`src/rtl/axi_lite_pkg.sv`:
```
// Shared AXI4-Lite types for the register slave: bus widths, response codes, FSM states.
// Optional build macro used by the slave: AXIL_SLAVE_WSTRB_EN (byte-lane write strobes).
package axi_lite_pkg;

    typedef logic [31:0] addr_t;
    typedef logic [31:0] data_t;
    typedef logic [3:0]  strb_t;

    typedef enum logic [1:0] {
        OKAY   = 2'b00,
        SLVERR = 2'b10
    } resp_t;

    typedef enum logic [1:0] {
        W_IDLE,
        W_HAVE_ADDR,
        W_HAVE_DATA,
        W_RESP
    } w_state_t;

    typedef enum logic {
        R_IDLE,
        R_DATA
    } r_state_t;

endpackage

```
`src/rtl/axi_lite_if.sv`:
```
// AXI4-Lite bus bundle (AW/W/B/AR/R) with master and slave views.
interface axi_lite_if;
    import axi_lite_pkg::*;

    addr_t s_axi_awaddr;
    logic  s_axi_awvalid;
    logic  s_axi_awready;

    data_t s_axi_wdata;
    strb_t s_axi_wstrb;
    logic  s_axi_wvalid;
    logic  s_axi_wready;

    resp_t s_axi_bresp;
    logic  s_axi_bvalid;
    logic  s_axi_bready;

    addr_t s_axi_araddr;
    logic  s_axi_arvalid;
    logic  s_axi_arready;

    data_t s_axi_rdata;
    resp_t s_axi_rresp;
    logic  s_axi_rvalid;
    logic  s_axi_rready;

    modport master (
        output s_axi_awaddr, s_axi_awvalid, input s_axi_awready,
        output s_axi_wdata, s_axi_wstrb, s_axi_wvalid, input s_axi_wready,
        input  s_axi_bresp, s_axi_bvalid, output s_axi_bready,
        output s_axi_araddr, s_axi_arvalid, input s_axi_arready,
        input  s_axi_rdata, s_axi_rresp, s_axi_rvalid, output s_axi_rready
    );

    modport slave (
        input  s_axi_awaddr, s_axi_awvalid, output s_axi_awready,
        input  s_axi_wdata, s_axi_wstrb, s_axi_wvalid, output s_axi_wready,
        output s_axi_bresp, s_axi_bvalid, input s_axi_bready,
        input  s_axi_araddr, s_axi_arvalid, output s_axi_arready,
        output s_axi_rdata, s_axi_rresp, s_axi_rvalid, input s_axi_rready
    );

endinterface

```
`src/rtl/axi_lite_regfile.sv`:
```
// NUM_REGS x 32-bit register storage: one byte-enabled write port, one combinational read port.
module axi_lite_regfile
    import axi_lite_pkg::*;
#(
    parameter int NUM_REGS = 4,
    parameter int IDX_W    = (NUM_REGS > 1) ? $clog2(NUM_REGS) : 1
) (
    input  logic             clk,
    input  logic             rst,
    input  logic             we,
    input  logic [IDX_W-1:0] wr_idx,
    input  data_t            wr_data,
    input  strb_t            wr_be,
    input  logic [IDX_W-1:0] rd_idx,
    output data_t            rd_data
);

    data_t regs_q [NUM_REGS];
    data_t regs_d [NUM_REGS];

    // Indices beyond NUM_REGS only arise for non-power-of-two sizes and are ignored.
    always_comb begin
        regs_d = regs_q;
        if (we && (int'(wr_idx) < NUM_REGS)) begin
            for (int b = 0; b < 4; b++) begin
                if (wr_be[b]) begin
                    regs_d[wr_idx][8*b +: 8] = wr_data[8*b +: 8];
                end
            end
        end
    end

    always_ff @(posedge clk) begin
        if (rst) begin
            regs_q <= '{default: '0};
        end else begin
            regs_q <= regs_d;
        end
    end

    always_comb begin
        rd_data = (int'(rd_idx) < NUM_REGS) ? regs_q[rd_idx] : '0;
    end

endmodule

```
`src/rtl/axi_lite_slave_regs.sv`:
```
// AXI4-Lite slave exposing NUM_REGS 32-bit registers at BASE_ADDR; independent read/write FSMs.
// Build option: define AXIL_SLAVE_WSTRB_EN to honour wstrb byte lanes (default writes all 32 bits).
module axi_lite_slave_regs
    import axi_lite_pkg::*;
#(
    parameter int    NUM_REGS  = 4,
    parameter addr_t BASE_ADDR = 32'h0
) (
    input  logic        aclk,
    input  logic        areset,
    axi_lite_if.slave   s_axi_lite
);

    localparam int    IDX_W = (NUM_REGS > 1) ? $clog2(NUM_REGS) : 1;
    localparam addr_t SPAN  = addr_t'(4 * NUM_REGS);

    w_state_t w_state_q, w_state_d;
    addr_t    aw_addr_q, aw_addr_d;
    data_t    w_data_q, w_data_d;
    strb_t    w_strb_q, w_strb_d;
    resp_t    bresp_q, bresp_d;

    r_state_t r_state_q, r_state_d;
    data_t    rdata_q, rdata_d;
    resp_t    rresp_q, rresp_d;

    addr_t            wr_addr, wr_off, rd_off;
    data_t            wr_data, rd_data;
    strb_t            wr_strb, wr_be;
    logic             wr_hit, rd_hit, wr_commit, wr_en;
    logic [IDX_W-1:0] wr_idx, rd_idx;

    // The write target comes from whichever half of the transfer was captured earlier.
    always_comb begin
        wr_addr = (w_state_q == W_HAVE_ADDR) ? aw_addr_q : s_axi_lite.s_axi_awaddr;
        wr_data = (w_state_q == W_HAVE_DATA) ? w_data_q  : s_axi_lite.s_axi_wdata;
        wr_strb = (w_state_q == W_HAVE_DATA) ? w_strb_q  : s_axi_lite.s_axi_wstrb;
        wr_off  = wr_addr - BASE_ADDR;
        wr_hit  = (wr_addr >= BASE_ADDR) && (wr_off < SPAN);
        wr_idx  = wr_off[IDX_W+1:2];
        rd_off  = s_axi_lite.s_axi_araddr - BASE_ADDR;
        rd_hit  = (s_axi_lite.s_axi_araddr >= BASE_ADDR) && (rd_off < SPAN);
        rd_idx  = rd_off[IDX_W+1:2];
    end

`ifdef AXIL_SLAVE_WSTRB_EN
    assign wr_be = wr_strb;
`else
    logic unused_strb;
    assign unused_strb = ^wr_strb;
    assign wr_be       = 4'hF;
`endif

    always_comb begin
        w_state_d = w_state_q;
        aw_addr_d = aw_addr_q;
        w_data_d  = w_data_q;
        w_strb_d  = w_strb_q;
        bresp_d   = bresp_q;
        wr_commit = 1'b0;
        case (w_state_q)
            W_IDLE: begin
                if (s_axi_lite.s_axi_awvalid && s_axi_lite.s_axi_wvalid) begin
                    wr_commit = 1'b1;
                end else if (s_axi_lite.s_axi_awvalid) begin
                    aw_addr_d = s_axi_lite.s_axi_awaddr;
                    w_state_d = W_HAVE_ADDR;
                end else if (s_axi_lite.s_axi_wvalid) begin
                    w_data_d  = s_axi_lite.s_axi_wdata;
                    w_strb_d  = s_axi_lite.s_axi_wstrb;
                    w_state_d = W_HAVE_DATA;
                end
            end
            W_HAVE_ADDR: wr_commit = s_axi_lite.s_axi_wvalid;
            W_HAVE_DATA: wr_commit = s_axi_lite.s_axi_awvalid;
            W_RESP: begin
                if (s_axi_lite.s_axi_bready) begin
                    w_state_d = W_IDLE;
                end
            end
            default: w_state_d = W_IDLE;
        endcase
        if (wr_commit) begin
            bresp_d   = wr_hit ? OKAY : SLVERR;
            w_state_d = W_RESP;
        end
    end

    assign wr_en = wr_commit && wr_hit && !areset;

    always_comb begin
        r_state_d = r_state_q;
        rdata_d   = rdata_q;
        rresp_d   = rresp_q;
        case (r_state_q)
            R_IDLE: begin
                if (s_axi_lite.s_axi_arvalid) begin
                    rdata_d   = rd_hit ? rd_data : '0;
                    rresp_d   = rd_hit ? OKAY : SLVERR;
                    r_state_d = R_DATA;
                end
            end
            R_DATA: begin
                if (s_axi_lite.s_axi_rready) begin
                    r_state_d = R_IDLE;
                end
            end
            default: r_state_d = R_IDLE;
        endcase
    end

    always_ff @(posedge aclk) begin
        if (areset) begin
            w_state_q <= W_IDLE;
            aw_addr_q <= '0;
            w_data_q  <= '0;
            w_strb_q  <= '0;
            bresp_q   <= OKAY;
            r_state_q <= R_IDLE;
            rdata_q   <= '0;
            rresp_q   <= OKAY;
        end else begin
            w_state_q <= w_state_d;
            aw_addr_q <= aw_addr_d;
            w_data_q  <= w_data_d;
            w_strb_q  <= w_strb_d;
            bresp_q   <= bresp_d;
            r_state_q <= r_state_d;
            rdata_q   <= rdata_d;
            rresp_q   <= rresp_d;
        end
    end

    // Outputs are forced quiet combinationally so the bus is idle for the whole reset window.
    assign s_axi_lite.s_axi_awready = !areset && ((w_state_q == W_IDLE) || (w_state_q == W_HAVE_DATA));
    assign s_axi_lite.s_axi_wready  = !areset && ((w_state_q == W_IDLE) || (w_state_q == W_HAVE_ADDR));
    assign s_axi_lite.s_axi_bvalid  = !areset && (w_state_q == W_RESP);
    assign s_axi_lite.s_axi_bresp   = areset ? OKAY : bresp_q;
    assign s_axi_lite.s_axi_arready = !areset && (r_state_q == R_IDLE);
    assign s_axi_lite.s_axi_rvalid  = !areset && (r_state_q == R_DATA);
    assign s_axi_lite.s_axi_rdata   = areset ? '0 : rdata_q;
    assign s_axi_lite.s_axi_rresp   = areset ? OKAY : rresp_q;

    axi_lite_regfile #(
        .NUM_REGS (NUM_REGS),
        .IDX_W    (IDX_W)
    ) u_regfile (
        .clk     (aclk),
        .rst     (areset),
        .we      (wr_en),
        .wr_idx  (wr_idx),
        .wr_data (wr_data),
        .wr_be   (wr_be),
        .rd_idx  (rd_idx),
        .rd_data (rd_data)
    );

endmodule

```
`src/flat_wrapper.sv`:
```
// flat-port wrapper written by rule: the top's interface ports become plain ports
module axi_lite_slave_regs_flat import axi_lite_pkg::*;
#(
    parameter int    NUM_REGS  = 4,
    parameter addr_t BASE_ADDR = 32'h0
)
  (aclk, areset, s_axi_lite_s_axi_awaddr, s_axi_lite_s_axi_awvalid, s_axi_lite_s_axi_awready, s_axi_lite_s_axi_wdata, s_axi_lite_s_axi_wstrb, s_axi_lite_s_axi_wvalid, s_axi_lite_s_axi_wready, s_axi_lite_s_axi_bresp, s_axi_lite_s_axi_bvalid, s_axi_lite_s_axi_bready, s_axi_lite_s_axi_araddr, s_axi_lite_s_axi_arvalid, s_axi_lite_s_axi_arready, s_axi_lite_s_axi_rdata, s_axi_lite_s_axi_rresp, s_axi_lite_s_axi_rvalid, s_axi_lite_s_axi_rready);
  axi_lite_if s_axi_lite_i ();
  input  logic aclk;
  input  logic areset;
  input wire logic [$bits(s_axi_lite_i.s_axi_awaddr)-1:0] s_axi_lite_s_axi_awaddr;
  input wire logic [$bits(s_axi_lite_i.s_axi_awvalid)-1:0] s_axi_lite_s_axi_awvalid;
  output wire logic [$bits(s_axi_lite_i.s_axi_awready)-1:0] s_axi_lite_s_axi_awready;
  input wire logic [$bits(s_axi_lite_i.s_axi_wdata)-1:0] s_axi_lite_s_axi_wdata;
  input wire logic [$bits(s_axi_lite_i.s_axi_wstrb)-1:0] s_axi_lite_s_axi_wstrb;
  input wire logic [$bits(s_axi_lite_i.s_axi_wvalid)-1:0] s_axi_lite_s_axi_wvalid;
  output wire logic [$bits(s_axi_lite_i.s_axi_wready)-1:0] s_axi_lite_s_axi_wready;
  output wire logic [$bits(s_axi_lite_i.s_axi_bresp)-1:0] s_axi_lite_s_axi_bresp;
  output wire logic [$bits(s_axi_lite_i.s_axi_bvalid)-1:0] s_axi_lite_s_axi_bvalid;
  input wire logic [$bits(s_axi_lite_i.s_axi_bready)-1:0] s_axi_lite_s_axi_bready;
  input wire logic [$bits(s_axi_lite_i.s_axi_araddr)-1:0] s_axi_lite_s_axi_araddr;
  input wire logic [$bits(s_axi_lite_i.s_axi_arvalid)-1:0] s_axi_lite_s_axi_arvalid;
  output wire logic [$bits(s_axi_lite_i.s_axi_arready)-1:0] s_axi_lite_s_axi_arready;
  output wire logic [$bits(s_axi_lite_i.s_axi_rdata)-1:0] s_axi_lite_s_axi_rdata;
  output wire logic [$bits(s_axi_lite_i.s_axi_rresp)-1:0] s_axi_lite_s_axi_rresp;
  output wire logic [$bits(s_axi_lite_i.s_axi_rvalid)-1:0] s_axi_lite_s_axi_rvalid;
  input wire logic [$bits(s_axi_lite_i.s_axi_rready)-1:0] s_axi_lite_s_axi_rready;
  assign s_axi_lite_i.s_axi_awaddr = s_axi_lite_s_axi_awaddr;
  assign s_axi_lite_i.s_axi_awvalid = s_axi_lite_s_axi_awvalid;
  assign s_axi_lite_s_axi_awready = s_axi_lite_i.s_axi_awready;
  assign s_axi_lite_i.s_axi_wdata = s_axi_lite_s_axi_wdata;
  assign s_axi_lite_i.s_axi_wstrb = s_axi_lite_s_axi_wstrb;
  assign s_axi_lite_i.s_axi_wvalid = s_axi_lite_s_axi_wvalid;
  assign s_axi_lite_s_axi_wready = s_axi_lite_i.s_axi_wready;
  assign s_axi_lite_s_axi_bresp = s_axi_lite_i.s_axi_bresp;
  assign s_axi_lite_s_axi_bvalid = s_axi_lite_i.s_axi_bvalid;
  assign s_axi_lite_i.s_axi_bready = s_axi_lite_s_axi_bready;
  assign s_axi_lite_i.s_axi_araddr = s_axi_lite_s_axi_araddr;
  assign s_axi_lite_i.s_axi_arvalid = s_axi_lite_s_axi_arvalid;
  assign s_axi_lite_s_axi_arready = s_axi_lite_i.s_axi_arready;
  assign s_axi_lite_s_axi_rdata = s_axi_lite_i.s_axi_rdata;
  assign s_axi_lite_s_axi_rresp = s_axi_lite_i.s_axi_rresp;
  assign s_axi_lite_s_axi_rvalid = s_axi_lite_i.s_axi_rvalid;
  assign s_axi_lite_i.s_axi_rready = s_axi_lite_s_axi_rready;
  axi_lite_slave_regs #(.NUM_REGS(NUM_REGS), .BASE_ADDR(BASE_ADDR)) u_core (.aclk(aclk), .areset(areset), .s_axi_lite(s_axi_lite_i));
endmodule
```
`config.mk`:
```
export PLATFORM = sky130hd
export DESIGN_NAME = axi_lite_slave_regs_flat
export DESIGN_NICKNAME = d
export VERILOG_FILES = /design/src/rtl/axi_lite_pkg.sv /design/src/rtl/axi_lite_if.sv /design/src/rtl/axi_lite_regfile.sv /design/src/rtl/axi_lite_slave_regs.sv /design/src/flat_wrapper.sv
export SDC_FILE = /design/constraint.sdc
export NUM_CORES = 1
export LEC_CHECK = 0
export ABC_CLOCK_PERIOD_IN_PS = 2150
export CAP_MARGIN = 25
export CORE_MARGIN = 3
export CORE_UTILIZATION = 49
export DETAILED_ROUTE_END_ITERATION = 16
export PLACE_DENSITY = 0.74
export SLEW_MARGIN = 0
export SYNTH_ARGS = -nofsm -noshare
export SYNTH_HDL_FRONTEND = slang
export SYNTH_SLANG_ARGS = --single-unit
```
`constraint.sdc`:
```
create_clock -name aclk -period 2.15 [get_ports aclk]
set_clock_uncertainty 0.1 [all_clocks]
set_input_delay 0.215 -clock aclk [delete_from_list [all_inputs] [get_ports aclk]]
set_output_delay 0.215 -clock aclk [all_outputs]
set_load 0.01 [all_outputs]
```
# Yosys cells after proc, flatten, opt, wreduce, memory -nomap -nowiden

Index checks and enable logic that the tools add are counted.

Register bits: 231
Latch bits: 0
Bits in writable memories: 0
Memory bits (read-only): 0
Input bits: 107
Output and inout bits: 41
Word-level logic and storage cells: 86
Memories: 0

$add $sub $neg: 0
Multipliers: 0
Div/mod/pow operators: 0
Order comparisons: 7
Equal/unequal tests: 6
Shift operators: 0
Multiplexer cells: 37
Bitwise gates (word level): 5
Reductions and logical operators: 20

Operator list:

| kind                                                                | count |
|---|---|
| bitwise mux 128 bit                                                 | 4 |
| 2-to-1 mux 128 bit                                                  | 3 |
| demux 32 bit (select 2 bit)                                         | 4 |
| 2-to-1 mux 32 bit                                                   | 7 |
| binary-select mux 32 bit (select 2 bit)                             | 1 |
| greater-or-equal comparator 32 x 1 -> 1 bit (second input constant) | 2 |
| < comparator 32 x 5 -> 1 bit (second input constant)                | 2 |
| 2-to-1 mux 24 bit                                                   | 1 |
| 2-to-1 mux 2 bit                                                    | 9 |
| 2-to-1 mux 16 bit                                                   | 1 |
| logical AND 1 bit                                                   | 11 |
| 2-to-1 mux 8 bit                                                    | 1 |
| AND reduction 4 bit                                                 | 2 |
| greater-or-equal comparator 3 bit (second input constant)           | 2 |
| != test 3 x 2 -> 1 bit (second input constant)                      | 2 |
| NOT 2 -> 3 bit                                                      | 2 |
| == test 2 bit (second input constant)                               | 2 |
| != test 4 x 3 -> 1 bit (second input constant)                      | 1 |
| case mux 2 bit (2 select lines)                                     | 1 |
| < comparator 3 x 1 -> 1 bit (second input constant)                 | 1 |
| 2-to-1 mux 1 bit                                                    | 3 |
| NOT 1 bit                                                           | 3 |
| case mux 1 bit (3 select lines)                                     | 1 |
| AND reduction 3 bit                                                 | 1 |
| 7 further kinds                                                     | 8 |

# Logic depth before layout (Yosys ltp)

Gate-level depths: netlist of run 1.

Word-level depth: 14
Gate-level depth with buffers: 9
Mapped depth without buffers: 7

# Cells and area by module

Synthesis of run 1 repeated with hierarchy kept, for this count alone.

Cell total of the unflattened synthesis: 1058
Area, all modules: 10566.4 µm²

Modules (own cells, without submodules):

| module              | times used | cells each | area each (µm²) | seq. area each (µm²) |
|---|---|---|---|---|
| axi_lite_regfile    | 1          | 504        | 6054.6          | 2562.5 |
| axi_lite_slave_regs | 1          | 554        | 4511.8          | 1981.9 |

# Worst setup path before layout of run 1

OpenSTA, ideal clock, no wires.

Path kind: flip-flop to flip-flop
From: register u_core.w_state_q[0]
To: register u_core.u_regfile.regs_q[100] (netlist name)
Setup time: 0.130 ns
Arrival: 2.044 ns
Required time: 1.920 ns
Slack: -0.124 ns
Stages on the path, launching flop included: 10
Buffers on the path: 2
Clock period less this slack: 2.274 ns
Cells stage by stage: dfxtp_1 > inv_1 > ha_1 > buf_2 > a22oi_1 > a21o_1 > nor2_1 > o2111ai_4 > buf_6 > mux2i_1

Cells in the longest elaborated chain, start to end: 14
Elaborated cells on any way between the ends: 27
Those cells by class: 4 x order compare; 2 x eq/ne; 15 x mux; 1 x bitwise; 5 x reduce/logical

RTL lines:

| item                                                                                                          | RTL line                                             | text |
|---|---|---|
| from (decl)                                                                                                   | axi_lite_slave_regs.sv:17                            | `w_state_t w_state_q, w_state_d;` |
| from (signal assigned)                                                                                        | axi_lite_slave_regs.sv:123                           | `w_state_q <= w_state_d;` |
| == test 2 x 1 -> 1 bit                                                                                        | axi_lite_slave_regs.sv:35, axi_lite_slave_regs.sv:61 |  |
| 2-to-1 mux 32 bit                                                                                             | axi_lite_slave_regs.sv:35                            | `wr_addr = (w_state_q == W_HAVE_ADDR) ? aw_addr_q : s_axi_lite.s_axi_awaddr;` |
| NOT 2 -> 3 bit (not written as such)                                                                          | axi_lite_regfile.sv:27                               | `regs_d[wr_idx][8*b +: 8] = wr_data[8*b +: 8];` |
| greater-or-equal comparator 3 bit (not written as such) / < comparator 3 x 1 -> 1 bit (equally long branches) | axi_lite_regfile.sv:27                               |  |
| logical AND 1 bit (not written as such)                                                                       | axi_lite_regfile.sv:27                               |  |
| 2-to-1 mux 8 bit (not written as such)                                                                        | axi_lite_regfile.sv:27                               |  |
| demux 32 bit (select 2 bit)                                                                                   | axi_lite_regfile.sv:27                               |  |
| bitwise mux 128 bit                                                                                           | axi_lite_regfile.sv:27                               |  |
| 2-to-1 mux 128 bit                                                                                            | axi_lite_regfile.sv:24                               | `if (we && (int'(wr_idx) < NUM_REGS)) begin` |
| bitwise mux 128 bit                                                                                           | axi_lite_regfile.sv:27                               |  |
| 2-to-1 mux 128 bit                                                                                            | axi_lite_regfile.sv:24                               |  |
| bitwise mux 128 bit                                                                                           | axi_lite_regfile.sv:27                               |  |
| 2-to-1 mux 128 bit                                                                                            | axi_lite_regfile.sv:24                               |  |
| bitwise mux 128 bit                                                                                           | axi_lite_regfile.sv:27                               |  |
| to (signal assigned)                                                                                          | axi_lite_regfile.sv:37                               | `regs_q <= regs_d;` |
| to (decl)                                                                                                     | axi_lite_regfile.sv:18                               | `data_t regs_q [NUM_REGS];` |

Several ways; a longest one is shown, not always the timed one. The select of a mux whose other input is x is not followed.
A chain may end at the register's enable or synchronous reset.

# Worst setup path in the final report of run 1

From: register u_core.w_state_q[1]
To: register u_core.u_regfile.regs_q[93] (netlist name)

Cells in the longest elaborated chain, start to end: 11
Elaborated cells on any way between the ends: 27
Those cells by class: 4 x order compare; 2 x eq/ne; 15 x mux; 1 x bitwise; 5 x reduce/logical

RTL lines:

| item |
|---|
| parallel branches: the longest is 11 deep, another holds greater-or-equal comparator 32 x 1 -> 1 bit |

Parallel ways; which one is timed is not known. The select of a mux whose other input is x is not followed.

==> key figures, run 1 <==
Synthesis
  – Ys async rst share: 0%
  – Post-synth EDFFs: 0
  – Netlist Area Pre-Place: ~10,000 um^2
  – #FFs+latches synth: about 230
  – Post-synthesis cell count: about 1.0k
  – Yosys warning total: 0
  – Average size of a mapped cell: roughly 9.8 um^2
  – Synth cell types: 40
  – Most used DFF post-synth: dfxtp_1
  – Seq/Total Area, Yosys: between 40% and 50%

Critical path
  – WP data arrival: 2.47 ns
  – Nature of the critical path startpoint: register
  – Setup CP Type: register to register
  – CP max FO: 7
  – Critical Path Source: u_core.w_state_q[1]$_SDFFE_PP0P_
  – CP required: around 2.4 ns
  – Crit Reg-Reg Startpoint: u_core.w_state_q[1]$_SDFFE_PP0P_
  – CP endpoint kind: register

Clock network
  – H-tree depth: 1
  – Sink Count: 227
  – Num CTS Buffers: 24
  – Clk slew on worst S/H paths: approximately 0.06 ns
  – Root buffer cell: clkbuf_16
  – Max Root-Sink Buffers: 3
  – CTS tree: built
  – Post-CTS Hold Buffers: 0
  – Clk_lat worst skew: about 0.52 ns

Pwr
  – Switching portion of total power: a little over a quarter
  – Max VDD drop: 0.6600 mV
  – Sequential power share: 41.4%
  – Lkg Pwr: between 5 and 6 nW
  – Clk pwr share: a little under two fifths
  – P_int: 0.007817 W
  – Combinational Power Share: roughly a fifth
  – Power Dens Cells: just over 800 nW/um^2
  – Net Sw Power: between 0.002 and 0.003 W

Min path
  – Hold path start: areset
  – Worst min path class: input pin to register

Place
  – Post-DP HPWL: between 15,000 and 20,000 um
  – Port buffer count: between 100 and 150
  – Pre-CTS setup slack: -0.3976 ns
  – GPL Wtd Cong: about 0.78

Floorplanning
  – Die X: approximately 150 um
  – I/O pin cnt: about 150
  – FP Rows: 51
  – Starting Density: roughly 51%
  – Die H: 149.6 um
  – Core Area: a little under 20,000 um^2
  – Die Area: around 22,000 um^2

Global route
  – Largest net degree at the start of global routing: 67
  – Antenna violations before repair: 1
  – Vias in the first global route: 7,587
  – GRT Overall Usage: approximately a fifth
  – Grt total ovfl: 0
  – First-pass GRT wire length: 37,530 um

STA
  – Worst slew pin tran: 0.4991 ns
  – Final setup violation count: 16
  – Rel. slew slack: 65.77%
  – Fin crit share: 101.7%
  – RSZ-0062 raised after global routing: yes
  – Worst setup margin: -0.03644 ns
  – Setup TNS Final: -0.2834 ns
  – Final Hold Viols: 0
  – Tmin final: approximately 2.2 ns
  – F_max: about 460 MHz
  – Pins Over Slew Limit: 0

Layout
  – Fillers: approximately 1.6k
  – Commonest non-fill, non-tap cell in the layout: dfxtp_1
  – Layout area overhead: 28.85%
  – ANT cells: 0
  – Most frequent cells in the layout: 225 x dfxtp_1, 160 x mux2i_1, 160 x nand2_1
  – Area of the multi-input gates: ~5000 um^2
  – FF+latch area: approximately 4500 um^2
  – Fin nets: 1,294
  – Share of layout cells above drive strength 1: roughly an eighth

Routing
  – Total iterations of the first detailed-routing run: 4
  – Remaining DRCs: 0
  – Final wirelength: ~24,000 um
  – DR vias: roughly 7.6k
  – Routed len/inst: approximately 16 um
  – Detail Route Antenna Nets: 0
  – Number of DRC markers in iteration 0: between 300 and 400
  – Vias/cell: 5.171

Run status
  – Status: finished, violations left
  – Failing checks: setup timing

Job
  – Maximum capacitance violations: 0
[power by group through the flow]
| stage | logic [W] | registers, W | clock network, W |
|---|---|---|---|
| finish | 0.00222 | 0.00444 | 0.00408 |
| global placement | 0.00202 | 0.00452 | 0 |
| floorplan | 0.00123 | 0.00452 | 0 |
| detailed placement | 0.00204 | 0.00453 | 0 |
| global route | 0.00241 | 0.00446 | 0.00431 |
| CTS | 0.00206 | 0.00444 | 0.00416 |
[routing by layer]
layer / wire (um) / share of wire, % / global-route usage (%)
met1: 10460 / 44 / 26.75
met2: 11280 / 48 / 35.45
met3: 1504 / 6.4 / 3.695
met4: 321 / 1.4 / 3.936
met5: 17 / 0.072 / 0
[through the flow]
| stage | std cells | utilization, % | power [W] | hold WS (ns) | area [um^2] |
|---|---|---|---|---|---|
| after floorplan | 1029 | - | 0.005749 | 0.2510 | 10130 |
| after global placement | 1411 | 60.54 | 0.006538 | 0.3380 | 12010 |
| after detailed placement | 1411 | 60.54 | 0.006570 | 0.3419 | 12010 |
| after CTS | 1452 | 64.52 | 0.01066 | 0.02289 | 12800 |
| after global routing | 1463 | 65.58 | 0.01117 | 0.05608 | 13010 |
| final | 1463 | 65.58 | 0.01074 | 0.02519 | 13010 |
[worst max-delay path, cell delays in order (launching register included)]
cell and delay [ns]:
dfxtp_2 0.33, inv_2 0.05, ha_4 0.18, buf_4 0.14
o41ai_1 0.05, o21ai_1 0.17, a21oi_2 0.20, buf_12 0.15
o2111ai_4 0.26, clkbuf_16 0.29, mux2i_1 0.13
[synth_stat cells, types with 4 or more instances]
| master | instances | area share, % |
|---|---|---|
| nand2b_1 | 133 | 8.2 |
| a21oi_1 | 66 | 3.3 |
| o2111ai_4 | 4 | 1.0 |
| dfxtp_1 | 227 | 45 |
| buf_2 | 4 | 0.20 |
| ha_1 | 4 | 0.50 |
| mux2i_1 | 160 | 16 |
| nor2_1 | 12 | 0.45 |
| o21ai_0 | 5 | 0.25 |
| buf_6 | 12 | 1.3 |
| nand3_1 | 4 | 0.20 |
| inv_1 | 36 | 1.3 |
| mux4_2 | 32 | 7.1 |
| nand2_1 | 160 | 5.9 |
| clkbuf_1 | 47 | 1.7 |
| o21ai_1 | 33 | 1.6 |
| nor2b_1 | 36 | 2.2 |
| nor4_1 | 14 | 0.87 |
| buf_1 | 9 | 0.33 |
| nor3_1 | 5 | 0.25 |
[kinds of logic after synthesis]
group / count (synthesis) / synth area share [%]
and+or+nand+nor: 377 / 19.45
DFF: 227 / 45.00
muxes: 192 / 22.99
AOI/OAI and AO/OA: 116 / 6.839
buffers and inverters: 110 / 5.104
adders and majority gates: 4 / 0.4956
other: 1 / 0.03713
xor gates and xnor gates: 1 / 0.08674
[sequential cells by signal (all words and copies together), names as in the netlist]
register and cells:
u_core.u_regfile.regs_q 128, u_core.aw_addr_q 30, u_core.rdata_q 32, u_core.bresp_q 1, u_core.w_state_q 2, u_core.w_data_q 32
u_core.rresp_q 1, u_core.r_state_q 1
[path summary, 6_finish.rpt]
kind,cells after the start,end,slack (ns)
setup reg to reg,10,u_core.u_regfile.regs_q[93]$_SDFFE_PP0P_,-0.04
hold reg to reg,2,u_core.aw_addr_q[30]$_SDFFE_PP0P_,0.35
setup / recovery,10,u_core.u_regfile.regs_q[93]$_SDFFE_PP0P_,-0.04
hold / removal,2,u_core.r_state_q$_SDFF_PP0_,0.03
[cell type report]
class,count,area share [%]
Sequential cell,227,34.94
Multi-Input combinational cell,692,39.43
Clock buffer,34,5.211
Inverter,36,1.058
Timing Repair Buffer,202,16.05
Tap cell,265,2.548
Clock inverter,7,0.7692
[timing repair]
| action | 4_1_cts | 5_1_grt |
|---|---|---|
| resized for setup | 6 | 17 |
| buffers inserted | 0 | 8 |
| cloned | 0 | 3 |
| endpoints found under the setup margin | 130 | 129 |
| pin swaps | 0 | 6 |
Power figures use the tool's default switching activity.
==> run 2: changes to the inputs <==
--- a/config.mk
+++ b/config.mk
@@ -10,6 +10,7 @@
 export CORE_MARGIN = 3
 export CORE_UTILIZATION = 49
 export DETAILED_ROUTE_END_ITERATION = 16
+export HOLD_SLACK_MARGIN = 0.02
 export PLACE_DENSITY = 0.74
 export SLEW_MARGIN = 0
 export SYNTH_ARGS = -nofsm -noshare
==> results of run 2 <==
The final DEF is identical to that of run 1; final timing and power are the same.
